**config.mk**
```make
export PLATFORM = sky130hd
export DESIGN_NAME = rom_stream_loader
export DESIGN_NICKNAME = d
export VERILOG_FILES = /design/src/rtl/soc_pkg.sv /design/src/rtl/rom_stream_loader.sv
export SDC_FILE = /design/constraint.sdc
export NUM_CORES = 1
export LEC_CHECK = 0
export ABC_CLOCK_PERIOD_IN_PS = 1890
export CORE_MARGIN = 2
export CORE_UTILIZATION = 43
export DETAILED_ROUTE_END_ITERATION = 16
export DONT_BUFFER_PORTS = 1
export HOLD_SLACK_MARGIN = 0.03
export PLACE_DENSITY = 0.69
export SYNTH_ARGS = -nofsm -noshare
export SYNTH_HDL_FRONTEND = slang
export SYNTH_SLANG_ARGS = --single-unit
```
**constraint.sdc**
```tcl
create_clock -name sysclk -period 1.89 [get_ports sysclk]
set_clock_uncertainty 0.15 [all_clocks]
set_input_delay 0.378 -clock sysclk [delete_from_list [all_inputs] [get_ports sysclk]]
set_output_delay 0.378 -clock sysclk [all_outputs]
set_load 0.02 [all_outputs]
```
**src/rtl/soc_pkg.sv**
```systemverilog
// ============================================================================
// Package  : soc_pkg
// Brief    : Shared ROM depth constant and loader state encoding.
//            The VERIFY state exists only when ROM_LOADER_VERIFY_EN is defined.
// Revision : 1.0
// ============================================================================
`default_nettype none

package soc_pkg;

  localparam int c_rom_depth = 64;

  typedef enum logic [2:0] {
    ST_IDLE   = 3'd0,
    ST_LOAD   = 3'd1,
    ST_DRAIN  = 3'd2,
`ifdef ROM_LOADER_VERIFY_EN
    ST_VERIFY = 3'd3,
`endif
    ST_FINISH = 3'd4
  } loader_state_e;

endpackage : soc_pkg

`default_nettype wire

```
**src/rtl/rom_stream_loader.sv**
```systemverilog
// ============================================================================
// Module   : rom_stream_loader
// Brief    : Loads a stream of words into a ROM host-write port, one registered
//            write per handshake. ROM_LOADER_VERIFY_EN adds a read-back checksum.
// Revision : 1.0
// ============================================================================
`default_nettype none

module rom_stream_loader
  import soc_pkg::*;
#(
  parameter int DATA_WIDTH = 32,
  parameter int ADDR_WIDTH = 6
) (
  input  logic                  sysclk,
  input  logic                  rst_n,
  input  logic                  start,
  input  logic [ADDR_WIDTH-1:0] base_addr,
  input  logic [ADDR_WIDTH:0]   word_count,
  input  logic                  in_valid,
  output logic                  in_ready,
  input  logic [DATA_WIDTH-1:0] in_data,
  output logic                  rom_we,
  output logic                  rom_select,
  output logic [ADDR_WIDTH-1:0] rom_addr,
  output logic [DATA_WIDTH-1:0] rom_wd,
  input  logic [DATA_WIDTH-1:0] rom_rd,
  output logic                  busy,
  output logic                  done,
  output logic                  error,
  output logic [ADDR_WIDTH:0]   words_written
);

  localparam logic [ADDR_WIDTH:0] c_max_count = (ADDR_WIDTH+1)'(c_rom_depth);

  loader_state_e          r_state;
  loader_state_e          w_next_state;
  logic [ADDR_WIDTH-1:0]  r_base;
  logic [ADDR_WIDTH:0]    r_count;
  logic [ADDR_WIDTH:0]    r_index;
  logic [DATA_WIDTH-1:0]  r_checksum;
  logic                   w_count_ok;
  logic                   w_xfer;
  logic                   w_last_index;

`ifdef ROM_LOADER_VERIFY_EN
  logic [DATA_WIDTH-1:0]  r_verify_sum;
`else
  logic                   w_unused_rd;
  assign w_unused_rd = ^rom_rd;
`endif

  assign w_count_ok   = (word_count != '0) && (word_count <= c_max_count);
  assign w_xfer       = in_valid && (r_state == ST_LOAD);
  assign w_last_index = (r_index == r_count - 1'b1);
  assign rom_select   = busy;

  always_ff @(posedge sysclk or negedge rst_n) begin
    if (!rst_n) r_state <= ST_IDLE;
    else        r_state <= w_next_state;
  end

  always_comb begin
    w_next_state = r_state;
    in_ready     = 1'b0;
    busy         = 1'b0;
    case (r_state)
      ST_IDLE: begin
        if (start && w_count_ok) w_next_state = ST_LOAD;
      end
      ST_LOAD: begin
        in_ready = 1'b1;
        busy     = 1'b1;
        if (w_xfer && w_last_index) w_next_state = ST_DRAIN;
      end
      ST_DRAIN: begin
        busy = 1'b1;
`ifdef ROM_LOADER_VERIFY_EN
        w_next_state = ST_VERIFY;
`else
        w_next_state = ST_FINISH;
`endif
      end
`ifdef ROM_LOADER_VERIFY_EN
      ST_VERIFY: begin
        busy = 1'b1;
        if (w_last_index) w_next_state = ST_FINISH;
      end
`endif
      ST_FINISH: w_next_state = ST_IDLE;
      default:   w_next_state = ST_IDLE;
    endcase
  end

  always_ff @(posedge sysclk or negedge rst_n) begin
    if (!rst_n) begin
      r_base        <= '0;
      r_count       <= '0;
      r_index       <= '0;
      r_checksum    <= '0;
      rom_we        <= 1'b0;
      rom_addr      <= '0;
      rom_wd        <= '0;
      done          <= 1'b0;
      error         <= 1'b0;
      words_written <= '0;
`ifdef ROM_LOADER_VERIFY_EN
      r_verify_sum  <= '0;
`endif
    end else begin
      rom_we <= 1'b0;
      done   <= 1'b0;
      error  <= 1'b0;

      // Accounting follows the write actually presented to the ROM.
      if (rom_we) begin
        words_written <= words_written + 1'b1;
        r_checksum    <= r_checksum + rom_wd;
      end

      case (r_state)
        ST_IDLE: begin
          if (start) begin
            if (w_count_ok) begin
              r_base        <= base_addr;
              r_count       <= word_count;
              r_index       <= '0;
              words_written <= '0;
              r_checksum    <= '0;
            end else begin
              error <= 1'b1;
            end
          end
        end
        ST_LOAD: begin
          if (w_xfer) begin
            rom_we   <= 1'b1;
            rom_addr <= r_base + r_index[ADDR_WIDTH-1:0];
            rom_wd   <= in_data;
            r_index  <= r_index + 1'b1;
          end
        end
`ifdef ROM_LOADER_VERIFY_EN
        ST_DRAIN: begin
          rom_addr     <= r_base;
          r_index      <= '0;
          r_verify_sum <= '0;
        end
        ST_VERIFY: begin
          r_verify_sum <= r_verify_sum + rom_rd;
          rom_addr     <= rom_addr + 1'b1;
          r_index      <= r_index + 1'b1;
        end
        ST_FINISH: begin
          if (r_verify_sum != r_checksum) error <= 1'b1;
          else                            done  <= 1'b1;
        end
`else
        ST_FINISH: done <= 1'b1;
`endif
        default: ;
      endcase
    end
  end

endmodule : rom_stream_loader

`default_nettype wire

```
==> impl_metrics.py, run 1 <==
metrics = {
    "sta": {
        "setup_viol": 0,
        "min_period_ns": 1.88,
        "slew_headroom_pct": 71.3,
        "fin_crit_sh_pct": 99.4,
        "rsz0062_at_grt": "true",
        "clock.fmax_mhz": 532,
        "drv_slew": 0,
        "worst_slew_pin_slew_ns": 0.430,
        "whs_ns": -0.427,
        "hold_viol": 71,
    },
    "power_and_ir_drop": {
        "netSwitchingPower_mw": 2.92,
        "power_leakage_nw": 2.02,
        "pwr-share-seq_pct": 47.1,
        "p_comb_share_pct": 33.9,
        "clkPwrFrac_pct": 19.0,
        "swShare_pct": 41.9,
        "pwr_density_cell_nw_per_um2": 1650,
        "peakVddDrop_mv": 0.704,
        "p_int_mw": 4.04,
    },
    "final_layout": {
        "num_antenna_cells": 0,
        "fillers": 624,
        "drive_gt1_share_pct": 18.9,
        "syn2layout_area_growth_pct": 31.1,
        "finalNonFillerCells": 502,
        "nNetsFinal": 488,
    },
    "synthesis": {
        "synth_top_area_cell": "dfrtp_1",
        "synth_nets": 420,
        "ys_types": 37,
        "ys_seq_area_share_pct": 55.2,
        "syn_inst": 330,
        "synth_top_area_share_pct": 55.2,
        "syn_area_sq_um": 3220,
        "async_flop_share_pct": 100,
        "post_synth.cell_area_avg_sq_um": 9.76,
        "ys_top_cells_by_area": "dfrtp_1 (55%), nand2_1 (13%), xor2_1 (4.1%)",
        "synthFlopType": "dfrtp_1",
        "ys_seq_elements": 71,
        "yosys_warnings": 0,
        "synth_edf_count": 0,
    },
    "grt": {
        "antenna_found_initial": 0,
        "track_usage_pct": 18.8,
        "first_global_vias": 2570,
        "grt_pass1_wl_mm": 12.3,
        "gr-total-overflow": 0,
        "grt_max_degree": 72,
    },
    "worst_setup_path": {
        "cp.buffers_inverters": 2,
        "end_kind": "primary output",
        "worstPathMaxFanout": 3,
        "criticalPathCategory": "flop to primary output",
        "startpoint_type": "flop",
        "critPathMaxStageDelay_ns": 0.42,
        "cp_top_family": "simple AND/OR/NAND/NOR gates",
        "critPathSlowestCell": "dfrtp_1",
        "cp.arrival_ns": 1.35,
        "critPathLaunch": "r_state[2]",
        "r2r-start": "r_state[1]",
        "cp_data_required_time_ns": 1.36,
        "crit_chain": "nor2_2 > buf_6 > nand2_4 > inv_2 > or2_4",
    },
    "place": {
        "gp_congestion": 0.768,
        "port_buffers": 0,
        "dp_hpwl_mm": 4.59,
        "dp_cells": 436,
    },
    "floorplanning": {
        "initial_core_util_pct": 44.4,
        "coreArea_sq_um": 7250,
        "die_w_microns": 90.5,
        "num_io_pins": 132,
        "rows": 31,
        "dieHeight_microns": 90.5,
        "die-area_sq_um": 8190,
    },
    "status": {
        "violations": "hold timing",
        "status": "complete, but fails checks",
    },
    "clocking": {
        "root_buffer": "clkbuf_8",
        "cts_buffers": 9,
        "htreeDepth": 3,
        "worstSkewPairLatency_ns": 0.34,
        "cts_tree": "built",
        "clk_path_buf_depth": 2,
        "cts.sinks": 71,
        "cts.clk_slew.worst_paths_ns": 0.08,
    },
    "worst_hold_path": {
        "hold_path_class": "primary input to asynchronous set/reset pin",
    },
    "detailed_routing": {
        "drt_drc_violations_left": 0,
        "via_per_inst": 4.97,
        "drt-initial-drc-count": 78,
        "drtPass1Iterations": 4,
        "wl_per_cell_microns": 15.0,
        "drt-total-wl_mm": 7.55,
        "vias": 2494,
        "drtAntennaViolNets": 0,
    },
    "run": {
        "cap_violations": 0,
    },
}
==> cell usage in the layout (no fill, tap or decap), types with 4 or more instances in the layout <==
cell type and n:
clkbuf_8 9, nand4_1 5, o21ai_0 14, dlygate4sd3_1 42, buf_4 24, inv_1 7
xnor2_1 8, dfrtp_1 71, mux2_2 7, nand3_1 7, xor2_1 15, nor2_1 18
inv_2 4, ha_1 6, nand2_1 113
==> path summary, 6_finish.rpt <==
kind                       slack [ns]          end  depth (start not counted)
max                              0.01   rom_select                          5
max reg2reg                      0.04    r_base[3]                          5
min in group sysclk              0.04   r_count[2]                          2
max in group asynchronous        1.91  rom_addr[5]                          0
min reg2reg                      0.38    r_base[4]                          1
min                             -0.43   r_count[4]                          0
==> routing by layer <==
metal	track usage, %	vias up	share of wire [%]	wire [microns]
met3	5.51	8	6.6	498
met1	23.7	1194	42	3150
li1	-	1205	-	-
met4	6.03	0	1.1	86
met2	31.0	87	51	3820
met5	0	-	0	0
==> kinds of logic after synthesis <==
group | synth area share, %
multiplexers | 3.23
buffers and inverters | 3.38
XOR/XNOR | 7.50
AO/OA/AOI/OAI | 5.29
AND/OR/NAND/NOR | 21.7
adder cells (fa/ha/maj) | 3.73
flip-flops | 55.2
==> state kept, by name, indices dropped and copies added (netlist names) <==
signal and count:
rom_we 1, r_index 7, r_base 6, error 1, r_state 3, done 1
words_written 7, r_count 7, rom_addr 6, rom_wd 32
==> final cells by class <==
class                      count  area, sq um  share of cell area, %
sequential                    71         1780                   42.1
multi-input combinational    236         1420                   33.6
timing repair buffer          69          638                   15.1
clock buffer                   9          124                   2.94
tap                           99          124                   2.94
clock inverter                 7         96.3                   2.28
inverter                      11         41.3                  0.979
==> power groups by stage <==
| stage | Sequential, mW | Clock (mW) | Combinational (mW) |
|---|---|---|---|
| 6_report | 3.27 | 1.33 | 2.36 |
| 3_5_place_dp | 3.26 | 0 | 1.98 |
| 5_1_grt | 3.37 | 1.45 | 2.68 |
| 2_1_floorplan | 3.12 | 0 | 1.53 |
| 4_1_cts | 3.26 | 1.37 | 2.16 |
| 3_3_place_gp | 3.26 | 0 | 1.90 |
==> synth_stat cells (2+ instances only) <==
cell type,instances
nand3_1,7
nor4b_1,2
nor2_1,20
a21o_1,2
or2_2,2
inv_1,11
buf_4,2
nor3b_1,2
xor2_1,15
dfrtp_1,71
and2_1,2
a22oi_1,2
nor3_1,2
nand3b_1,2
ha_1,8
buf_6,2
mux2_2,7
xnor2_1,8
o21ai_0,17
and3_1,2
clkbuf_1,7
nand4_1,5
nand2_1,114
a21oi_1,5
==> metrics by stage <==
| stage | total power [mW] | cell area [sq um] | setup TNS, ns | utilization [%] | setup WS, ns |
|---|---|---|---|---|---|
| 6_report | 6.96 | 4220 | 0 | 58.2 | 0.0112 |
| 5_1_grt | 7.50 | 4220 | -0.255 | 58.2 | -0.0490 |
| 4_1_cts | 6.79 | 4100 | 0 | 56.5 | 0.0138 |
| 3_5_place_dp | 5.24 | 3420 | -6.08 | 47.1 | -0.299 |
| 3_3_place_gp | 5.16 | 3420 | -5.68 | 47.1 | -0.283 |
| 2_1_floorplan | 4.65 | 3220 | -4.92 | - | -0.335 |
==> timing repair <==
item                                   4_1_cts  5_1_grt
gates resized for setup                      9       24
setup buffers                                3        5
pin swaps                                    6       13
hold buffers                                41        1
setup endpoints to repair                    4       16
endpoints found under the hold margin      112       72
Power figures use the tool's default switching activity.
==> run 2, diff against run 1 <==
Settings changed: CORE_UTILIZATION 43 to 50, PLACE_DENSITY 0.69 to 0.77.
==> impl_metrics.py, run 2 (synthesis results as in run 1) <==
metrics = {
    "floorplanning": {
        "die_w_microns": 84.2,
        "num_io_pins": 132,
        "coreArea_sq_um": 6280,
        "initial_core_util_pct": 51.3,
        "die-area_sq_um": 7100,
        "rows": 29,
        "dieHeight_microns": 84.2,
    },
    "power_and_ir_drop": {
        "clkPwrFrac_pct": 18.9,
        "peakVddDrop_mv": 1.01,
        "netSwitchingPower_mw": 2.90,
        "power_leakage_nw": 2.00,
        "pwr_density_cell_nw_per_um2": 1690,
        "pwr-share-seq_pct": 47.2,
        "swShare_pct": 41.8,
        "p_int_mw": 4.03,
        "p_comb_share_pct": 33.9,
    },
    "clocking": {
        "cts_hold_buf": 38,
        "cts_tree": "built",
        "cts_buffers": 9,
        "cts.clk_slew.worst_paths_ns": 0.08,
        "clk_path_buf_depth": 2,
        "htreeDepth": 3,
        "cts.sinks": 71,
        "root_buffer": "clkbuf_8",
        "worstSkewPairLatency_ns": 0.33,
    },
    "sta": {
        "fin_crit_sh_pct": 99.8,
        "min_period_ns": 1.89,
        "slew_headroom_pct": 71.3,
        "tns_ns": 0,
        "setup_viol": 0,
        "clock.fmax_mhz": 530,
        "drv_slew": 0,
        "worst_slew_pin_slew_ns": 0.430,
        "whs_ns": -0.422,
        "hold_viol": 71,
        "rsz0062_at_grt": "true",
    },
    "grt": {
        "gr-total-overflow": 0,
        "track_usage_pct": 21.7,
        "first_global_vias": 2589,
        "grt_max_degree": 72,
        "antenna_found_initial": 0,
        "grt_pass1_wl_mm": 12.2,
    },
    "detailed_routing": {
        "drtPass1Iterations": 4,
        "drt-total-wl_mm": 7.29,
        "via_per_inst": 5.26,
        "vias": 2492,
        "drtAntennaViolNets": 0,
        "drt-initial-drc-count": 112,
        "wl_per_cell_microns": 15.4,
        "drt_drc_violations_left": 0,
    },
    "final_layout": {
        "final_area_sq_um": 4110,
        "regMostFlops": "rom_wd",
        "largest_reg_flops": 32,
        "drive_gt1_share_pct": 17.6,
        "fillers": 477,
        "num_antenna_cells": 0,
        "final_util_pct": 65.4,
        "syn2layout_area_growth_pct": 27.5,
        "final_cell_mix": "nand2_1 (113), dfrtp_1 (71), dlygate4sd3_1 (38), buf_4 (24), nor2_1 (17)",
        "final_common_cell": "nand2_1",
        "nNetsFinal": 482,
        "finalNonFillerCells": 474,
    },
    "place": {
        "dpl_cell_area_sq_um": 3390,
        "dp_cells": 414,
        "dp_hpwl_mm": 4.61,
        "port_buffers": 0,
        "gp_congestion": 0.789,
    },
    "status": {
        "violations": "hold timing",
        "status": "complete, but fails checks",
    },
    "worst_setup_path": {
        "reg2reg_depth": 4,
        "end_kind": "primary output",
        "cp.arrival_ns": 1.36,
        "worstPathMaxFanout": 4,
        "criticalPathCategory": "flop to primary output",
        "regToRegEndpoint": "r_base[0]",
        "rrSetupSlack_ns": 0.06,
        "r2r-start": "r_state[0]",
        "cp_data_required_time_ns": 1.36,
        "startpoint_type": "flop",
    },
    "worst_hold_path": {
        "hold_path_class": "primary input to asynchronous set/reset pin",
    },
    "run": {
        "cap_violations": 0,
    },
}
-- run 2: final cells by class --
type	instances	area [sq um]	area share [%]
timing repair buffer	63	572	13.9
inverter	11	41.3	1.01
sequential	71	1780	43.3
tap	77	96.3	2.35
clock buffer	9	124	3.02
multi-input combinational	236	1400	34.1
clock inverter	7	95.1	2.32
-- run 2: power groups by stage --
stage / clock (mW) / combinational [mW] / sequential, mW
floorplan: 0 / 1.53 / 3.12
global placement: 0 / 1.89 / 3.26
detailed placement: 0 / 2.01 / 3.27
CTS: 1.36 / 2.21 / 3.27
global route: 1.42 / 2.64 / 3.37
finish: 1.31 / 2.35 / 3.27
-- run 2: routing by layer --
| metal | track usage, % | routed length (microns) | vias to the layer above |
|---|---|---|---|
| li1 | - | - | 1191 |
| met1 | 27.8 | 2980 | 1185 |
| met2 | 35.3 | 3670 | 105 |
| met3 | 6.19 | 516 | 11 |
| met4 | 7.77 | 120 | 0 |
| met5 | 0 | 0 | - |
-- run 2: repair_timing --
| action | 4_1_cts | 5_1_grt |
|---|---|---|
| setup buffers | 2 | 4 |
| resized for setup | 14 | 10 |
| endpoints found under the hold margin | 109 | 71 |
| gates cloned | 0 | 0 |
| pin swaps | 5 | 9 |
| endpoints found under the setup margin | 4 | 14 |
-- run 2: worst max path at each step --
stage / from / end / slack [ns] / depth (start not counted)
2_1_floorplan: word_count[3] / r_base[4] / -0.33 / 7
3_3_place_gp: word_count[3] / r_base[5] / -0.26 / 6
3_5_place_dp: word_count[3] / r_base[0] / -0.28 / 6
4_1_cts: r_state[2] / rom_select / 0.002 / 5
5_1_grt: r_state[2] / rom_select / -0.07 / 5
6_report: r_state[2] / rom_select / 0.003 / 5
-- run 2: worst max-delay path, cell delays in order (launching register included) --
cell	delay, ns
dfrtp_1	0.41
nor2_2	0.06
buf_4	0.14
nand2_2	0.07
inv_2	0.04
or2_4	0.30
-- run 2: per-stage QoR --
step	total power, mW	setup slack [ns]
global route	7.43	-0.0692
floorplan	4.65	-0.335
CTS	6.83	0.00198
global placement	5.15	-0.260
finish	6.93	0.00336
detailed placement	5.28	-0.282
